===== config.mk =====
export PLATFORM = sky130hd
export DESIGN_NAME = uart_cmd_sched
export DESIGN_NICKNAME = d
export VERILOG_FILES = /design/src/rtl/uart_cmd_sched.sv
export SDC_FILE = /design/constraint.sdc
export NUM_CORES = 1
export LEC_CHECK = 0
export ABC_AREA = 1
export BUFFER_PORTS_ARGS = -buffer_cell sky130_fd_sc_hd__buf_2
export CORE_UTILIZATION = 50
export DETAILED_ROUTE_END_ITERATION = 16
export PLACE_DENSITY_LB_ADDON = 0.05
export RECOVER_POWER = 25
export SYNTH_ARGS = -nofsm -noshare
export SYNTH_HDL_FRONTEND = slang
export SYNTH_SLANG_ARGS = --single-unit
export TNS_END_PERCENT = 1

===== constraint.sdc =====
create_clock -name clk -period 5.4 [get_ports clk]
set_input_delay 0.27 -clock clk [delete_from_list [all_inputs] [get_ports clk]]
set_output_delay 0.27 -clock clk [all_outputs]
set_load 0.03 [all_outputs]

===== src/rtl/uart_cmd_sched.sv =====
// Queues host commands and issues them one at a time to a UART, returning read data or a read timeout.
// uart_cmd_vld rises 2 cycles after a push into an empty queue; host_rdy drops while the queue is full.
module uart_cmd_sched #(
    parameter int CMD_WIDTH  = 16,
    parameter int READ_WIDTH = 8,
    parameter int FIFO_DEPTH = 4,
    parameter int TIMEOUT    = 50000
) (
    input  logic                        clk,
    input  logic                        rst_n,
    input  logic [CMD_WIDTH-1:0]        host_cmd,
    input  logic                        host_vld,
    output logic                        host_rdy,
    output logic [CMD_WIDTH-1:0]        uart_cmd,
    output logic                        uart_cmd_vld,
    input  logic                        uart_cmd_rdy,
    input  logic                        uart_read_rdy,
    input  logic [READ_WIDTH:0]         uart_read_data,
    output logic [READ_WIDTH:0]         rsp_data,
    output logic                        rsp_vld,
    output logic                        rsp_timeout,
    output logic                        busy,
    output logic [$clog2(FIFO_DEPTH):0] level
);

    localparam int AW = $clog2(FIFO_DEPTH);
    localparam int CW = $clog2(TIMEOUT + 1);
    localparam logic [AW:0]   FULL_LVL = FIFO_DEPTH[AW:0];
    localparam logic [CW-1:0] CNT_LAST = CW'(TIMEOUT - 1);

    typedef enum logic [1:0] {IDLE, ISSUE, WAIT_DONE, WAIT_RD} state_t;

    logic [CMD_WIDTH-1:0] mem_q [FIFO_DEPTH];
    logic [AW-1:0]        wr_ptr_q, rd_ptr_q;
    logic [AW:0]          level_q;
    logic                 push, pop, full, empty;
    logic [CMD_WIDTH-1:0] head;

    state_t               state_q, state_d;
    logic [CW-1:0]        cnt_q, cnt_d;
    logic                 uart_cmd_vld_q, uart_cmd_vld_d;
    logic [READ_WIDTH:0]  rsp_data_q, rsp_data_d;
    logic                 rsp_vld_q, rsp_vld_d;
    logic                 rsp_timeout_q, rsp_timeout_d;

    assign full     = (level_q == FULL_LVL);
    assign empty    = (level_q == '0);
    assign host_rdy = !full && !rst_n;
    assign push     = host_vld && host_rdy;
    assign pop      = uart_cmd_vld_q && uart_cmd_rdy;
    assign head     = mem_q[rd_ptr_q];

    always_ff @(posedge clk) begin
        if (push) begin
            mem_q[wr_ptr_q] <= host_cmd;
        end
    end

    // Pointers wrap naturally because FIFO_DEPTH is a power of two.
    always_ff @(posedge clk) begin
        if (rst_n) begin
            wr_ptr_q <= '0;
            rd_ptr_q <= '0;
            level_q  <= '0;
        end else begin
            if (push) wr_ptr_q <= wr_ptr_q + 1'b1;
            if (pop)  rd_ptr_q <= rd_ptr_q + 1'b1;
            level_q <= level_q + {{AW{1'b0}}, push} - {{AW{1'b0}}, pop};
        end
    end

    always_comb begin
        state_d       = state_q;
        cnt_d         = cnt_q;
        rsp_data_d    = rsp_data_q;
        rsp_vld_d     = 1'b0;
        rsp_timeout_d = 1'b0;
        case (state_q)
            IDLE: begin
                if (!empty) state_d = ISSUE;
            end
            ISSUE: begin
                if (pop) begin
                    state_d = head[CMD_WIDTH-1] ? WAIT_RD : WAIT_DONE;
                    cnt_d   = '0;
                end
            end
            WAIT_DONE: begin
                if (uart_cmd_rdy) state_d = IDLE;
            end
            WAIT_RD: begin
                // Read data wins over a timeout landing in the same cycle.
                if (uart_read_rdy) begin
                    rsp_data_d = uart_read_data;
                    rsp_vld_d  = 1'b1;
                    state_d    = IDLE;
                end else if (cnt_q == CNT_LAST) begin
                    rsp_timeout_d = 1'b1;
                    state_d       = IDLE;
                end else begin
                    cnt_d = cnt_q + 1'b1;
                end
            end
            default: state_d = IDLE;
        endcase
        // Valid is registered, so it rises one cycle after ISSUE is entered and drops on the handshake edge.
        uart_cmd_vld_d = (state_q == ISSUE) && (state_d == ISSUE);
    end

    always_ff @(posedge clk) begin
        if (rst_n) begin
            state_q        <= IDLE;
            cnt_q          <= '0;
            uart_cmd_vld_q <= 1'b0;
            rsp_data_q     <= '0;
            rsp_vld_q      <= 1'b0;
            rsp_timeout_q  <= 1'b0;
        end else begin
            state_q        <= state_d;
            cnt_q          <= cnt_d;
            uart_cmd_vld_q <= uart_cmd_vld_d;
            rsp_data_q     <= rsp_data_d;
            rsp_vld_q      <= rsp_vld_d;
            rsp_timeout_q  <= rsp_timeout_d;
        end
    end

    assign uart_cmd     = uart_cmd_vld_q ? head : '0;
    assign uart_cmd_vld = uart_cmd_vld_q;
    assign rsp_data     = rsp_data_q;
    assign rsp_vld      = rsp_vld_q;
    assign rsp_timeout  = rsp_timeout_q;
    assign busy         = (state_q != IDLE);
    assign level        = level_q;

endmodule


---- Yosys cells after proc, flatten, opt, wreduce, memory -nomap -nowiden ----
Memories as Yosys holds them, arrays and structs flattened. A register that Yosys moved wholly into a read port is not among the register bits.
Cells that the tools add are included.
operators by class
  add/sub/neg operators ................... 5
  bitwise gates (word level) .............. 1
  shifts and indexed selects .............. 0
  mux-type cells .......................... 18
  order comparisons ....................... 0
  equality and inequality tests ........... 9
  $mul .................................... 0
  div/mod/pow operators ................... 0
  reductions and logical operators ........ 14
operator list
  kind                                                                   count
  16-bit 2-to-1 mux                                                      4
  16-bit case mux with 2 select lines                                    1
  16-bit by 1-bit adder with 16-bit output, second input constant        1
  16-bit equality test, second input constant                            1
  2-bit 2-to-1 mux                                                       7
  2-bit case mux with 4 select lines                                     1
  2-bit inequality test, second input constant                           3
  1-bit 2-to-1 mux                                                       5
  2-bit by 1-bit adder with 2-bit output, second input constant          2
  2-bit by 1-bit equality test with 1-bit output, second input constant  2
  2-bit equality test, second input constant                             2
  1-bit logical AND                                                      4
  4-bit AND reduction                                                    1
  2-bit nonzero test                                                     2
  3-bit by 1-bit adder with 3-bit output                                 1
  3-bit equality test, second input constant                             1
  3-bit zero test                                                        1
  3-bit OR reduction                                                     1
  3-bit by 1-bit subtractor with 3-bit output                            1
  1-bit zero test                                                        2
  2-bit zero test                                                        1
  2-bit AND reduction                                                    1
  2-bit OR reduction                                                     1
  1-bit NOT                                                              1
storage, ports and cells
  memory bits (writable) .................. 64
  flip-flop bits (word level) ............. 37
  output and inout port bits .............. 33
  word-level logic and storage cells ...... 57
  memory bits (read-only) ................. 0
  latch bits .............................. 0
  memories ................................ 1
memories
  name   depth  width  read ports  clocked after memory_dff  write ports  line  source
  mem_q  4      16     1           1                         1            33    logic [CMD_WIDTH-1:0] mem_q [FIFO_DEPTH];

---- Logic depth before layout (Yosys ltp) ----
  word-level depth ........................ 6
  gate-level depth with buffers ........... 12
  mapped depth without buffers ............ 11

---- Least setup slack after synthesis ----
OpenSTA, ideal clock, no wires.
  path type ............................... register to register
  start ................................... reg level_q[1], in the netlist level[1]
  end ..................................... reg level_q[2], in the netlist level[2]
  setup slack ............................. 2563 ps
  library setup time ...................... 70 ps
  cell stages (with the launch flop) ...... 10
  required time ........................... 5330 ps
  arrival ................................. 2767 ps
  path buffers ............................ 0
  cells stage by stage .................... dfxtp_1 > nor2_1 > a21oi_1 > nand2_1 > ha_1 > inv_1 > ha_1 > fa_1 > or2_2 > a21oi_1
on the way
  word-level cells in the longest chain between the ends .. 6
RTL lines
  what                                         line  source
  start: declaration                           35    logic [AW:0] level_q;
  start signal: assignment                     68    level_q <= level_q + {{AW{1'b0}}, push} - {{AW{1'b0}}, pop};
  3-bit equality test                          46    assign full = (level_q == FULL_LVL);
  1-bit zero test                              48    assign host_rdy = !full && !rst_n;
  1-bit logical AND                            48
  via host_rdy                                 13    output logic host_rdy,
  1-bit logical AND                            49    assign push = host_vld && host_rdy;
  3-bit by 1-bit adder with 3-bit output       68
  3-bit by 1-bit subtractor with 3-bit output  68
The timed path passes the listed nets, and every way through them passes these cells.
A chain may end at the register's enable or synchronous reset.

==> metrics.txt <==
final setup TNS 0 ps; Iter 0 DRT Violations 86; area of the core 0.00868 sq mm; Int Pwr 1130 uW; final global-route overflow total 0; Worst R2R Path Depth 8; clock buffer count from CTS 9; synth warn 0; setup bufs post-CTS 0; outcome complete, no violations; root buffer cell clkbuf_8; critical path required time 5130 ps; PwrDens 325 mW/mm^2; Combinational Power Share 0.168; Startpoint Class flip-flop; Max-Cap Viols 0; CTS tree built; crit path DAT 2860 ps; antenna diode count 0; area grow syn2layout 12.0%; most frequent cells after synthesis 99 x nor2_1, 74 x nand2_1, 64 x edfxtp_1; Worst-path clk slew 90 ps; DIE HEIGHT 96.3 um; Net Switching 488 uW; Synth top area share 0.432; Worst Hold Depth 1; WL/cell 12.9 um; Critical-path top delay cell dfxtp_1; Worst path most repeated cell inv_1; Switching Share 0.301; first-pass GRT wire length 13400 um; Post-Route Skew 9.52 ps; crit-path cells inv_1 > nand2_1 > nand3_1 > and2_1 > inv_1 > nor2_1 > buf_2; Yosys top cell by area edfxtp_1; register area share after synthesis 0.608; Die W 96.3 um; sequential power share 0.563; Async SR Flop Fraction 0; routed vias 3261; worst skew pair latency 360 ps; unrepaired setup endpoints after global routing false; crit-path leading delay family flip-flops; GP Congestion 0.833; most frequent cell after synthesis nor2_1; Synth area leaders edfxtp_1 43%, dfxtp_1 18%, nor2_1 8.4%; fraction of layout cells with a size suffix above 1 0.164; post_cts resized 0; clk buf depth 2; Initial DRT Pass Iterations 4; DIE AREA 0.00927 sq mm; Initial Util 0.512; synth unique cells 31; Tcrit/Tclk final 0.579; CP Capture Type output port; vias per inst 5.05; Pleak 0.00193 uW; Fmax 0.320 GHz; cell row count 34; VDD IR max 140 uV; final WL 8320 um; clock network power share 0.268; Slew HR 0.284; post-cts hold buffer count 0; minimum clock period 3130 ps; Synth Instances 475; worst-path maximum fanout 33; I/O pin total 63; Seq cells post-synth 103; Hold Crit Class primary input to flip-flop; I/O Buffers 62; Post-synth top flop edfxtp_1; sum of buffers and inverters on the critical path 3; CTS HTree Levels 3; largest net degree at the start of global routing 34; Final Hold Fails 0; Syn Area/Cell 9.36 sq um; nets 571; Tot GR Track Use 0.193; mapped cell area 0.00445 sq mm; DRC 0; post-route ant nets 0; crit-path max cell delay 1040 ps; Worst Path Class, Setup flip-flop to output port; clk sinks 103; syn nets 513; Hold Slack 136 ps; # setup viols final 0; initial antenna violation count 0; CP Depth 7; Worst-Margin Slew 1070 ps; final slew viol count 0; vias in the first global route 2922; HPWL after DPL 5510 um; Post-synth EDFFs 64
-- layout by cell type, fill, tap and decap left out, drive strengths merged, types with 2 or more instances in the layout --
| master | instances |
|---|---|
| nor2 | 104 |
| nand2 | 80 |
| edfxtp | 64 |
| buf | 53 |
| inv | 44 |
| dfxtp | 39 |
| o21ai | 39 |
| a21oi | 36 |
| nand3 | 27 |
| clkbuf | 23 |
| ha | 7 |
| xor2 | 4 |
| nand4 | 3 |
| clkinvlp | 3 |
| nor3b | 2 |
| nor4 | 2 |
| clkinv | 2 |
-- metrics by stage --
stage / cells / util / setup slack (ps) / power (uW) / cell area (sq um)
floorplan: 475 / - / 2560 / 1120 / 4450
global placement: 630 / 0.556 / 2690 / 1200 / 4820
detailed placement: 630 / 0.556 / 2570 / 1210 / 4820
CTS: 646 / 0.576 / 2180 / 1640 / 5000
global route: 646 / 0.574 / 1950 / 1710 / 4980
finish: 646 / 0.574 / 2270 / 1620 / 4980
-- flip-flops by register name, indices dropped and copies added (netlist names), named ones only --
signal and cells:
mem_q 64, cnt_q 16, rsp_data 9, level 3, rd_ptr_q 2, state_q 2, wr_ptr_q 2, rsp_timeout 1
rsp_vld 1, uart_cmd_vld 1
-- final cells by class --
cell class	instances	area, sq um
flip-flops and latches	103	2700
clock inverters	6	45.0
fillers	788	3700
clock buffers	10	128
repair buffers	66	324
multi-input cells	310	1480
well taps	108	135
inverters	43	161
-- worst paths after layout --
kind	startpoint	endpoint	slack, ps
setup / recovery	flip-flop	uart_cmd[15]	2270
hold / removal	host_cmd[15]	mem_q[3][15]$_DFFE_PP_	140
setup reg to reg	flip-flop	state_q[0]$_SDFF_PP0_	2770
hold reg to reg	rsp_data[2]$_SDFFE_PP0P_	rsp_data[2]$_SDFFE_PP0P_	470
-- per-layer routing --
metal	routed length (um)	GRT usage	vias to the layer above
met5	0	0	-
met1	3880	0.233	1502
met4	150	0.0723	0
met3	259	0.0403	11
li1	-	-	1684
met2	4030	0.339	64
-- power groups by stage --
stage / Sequential [uW] / Combinational (uW) / Clock [uW]
finish: 911 / 272 / 434
global route: 918 / 315 / 475
CTS: 912 / 278 / 450
detailed placement: 930 / 277 / 0
global placement: 930 / 274 / 0
floorplan: 938 / 185 / 0
-- kinds of logic (layout without fill, tap and decap cells) --
| group | after synthesis | in the layout | share of synthesized area |
|---|---|---|---|
| compound gates | 77 | 77 | 0.0886 |
| xor+xnor | 4 | 4 | 0.00788 |
| simple gates | 221 | 221 | 0.213 |
| flops | 103 | 103 | 0.608 |
| buf+inv | 62 | 125 | 0.0585 |
| fa+ha+maj | 8 | 8 | 0.0242 |
Power figures use the tool's default switching activity.
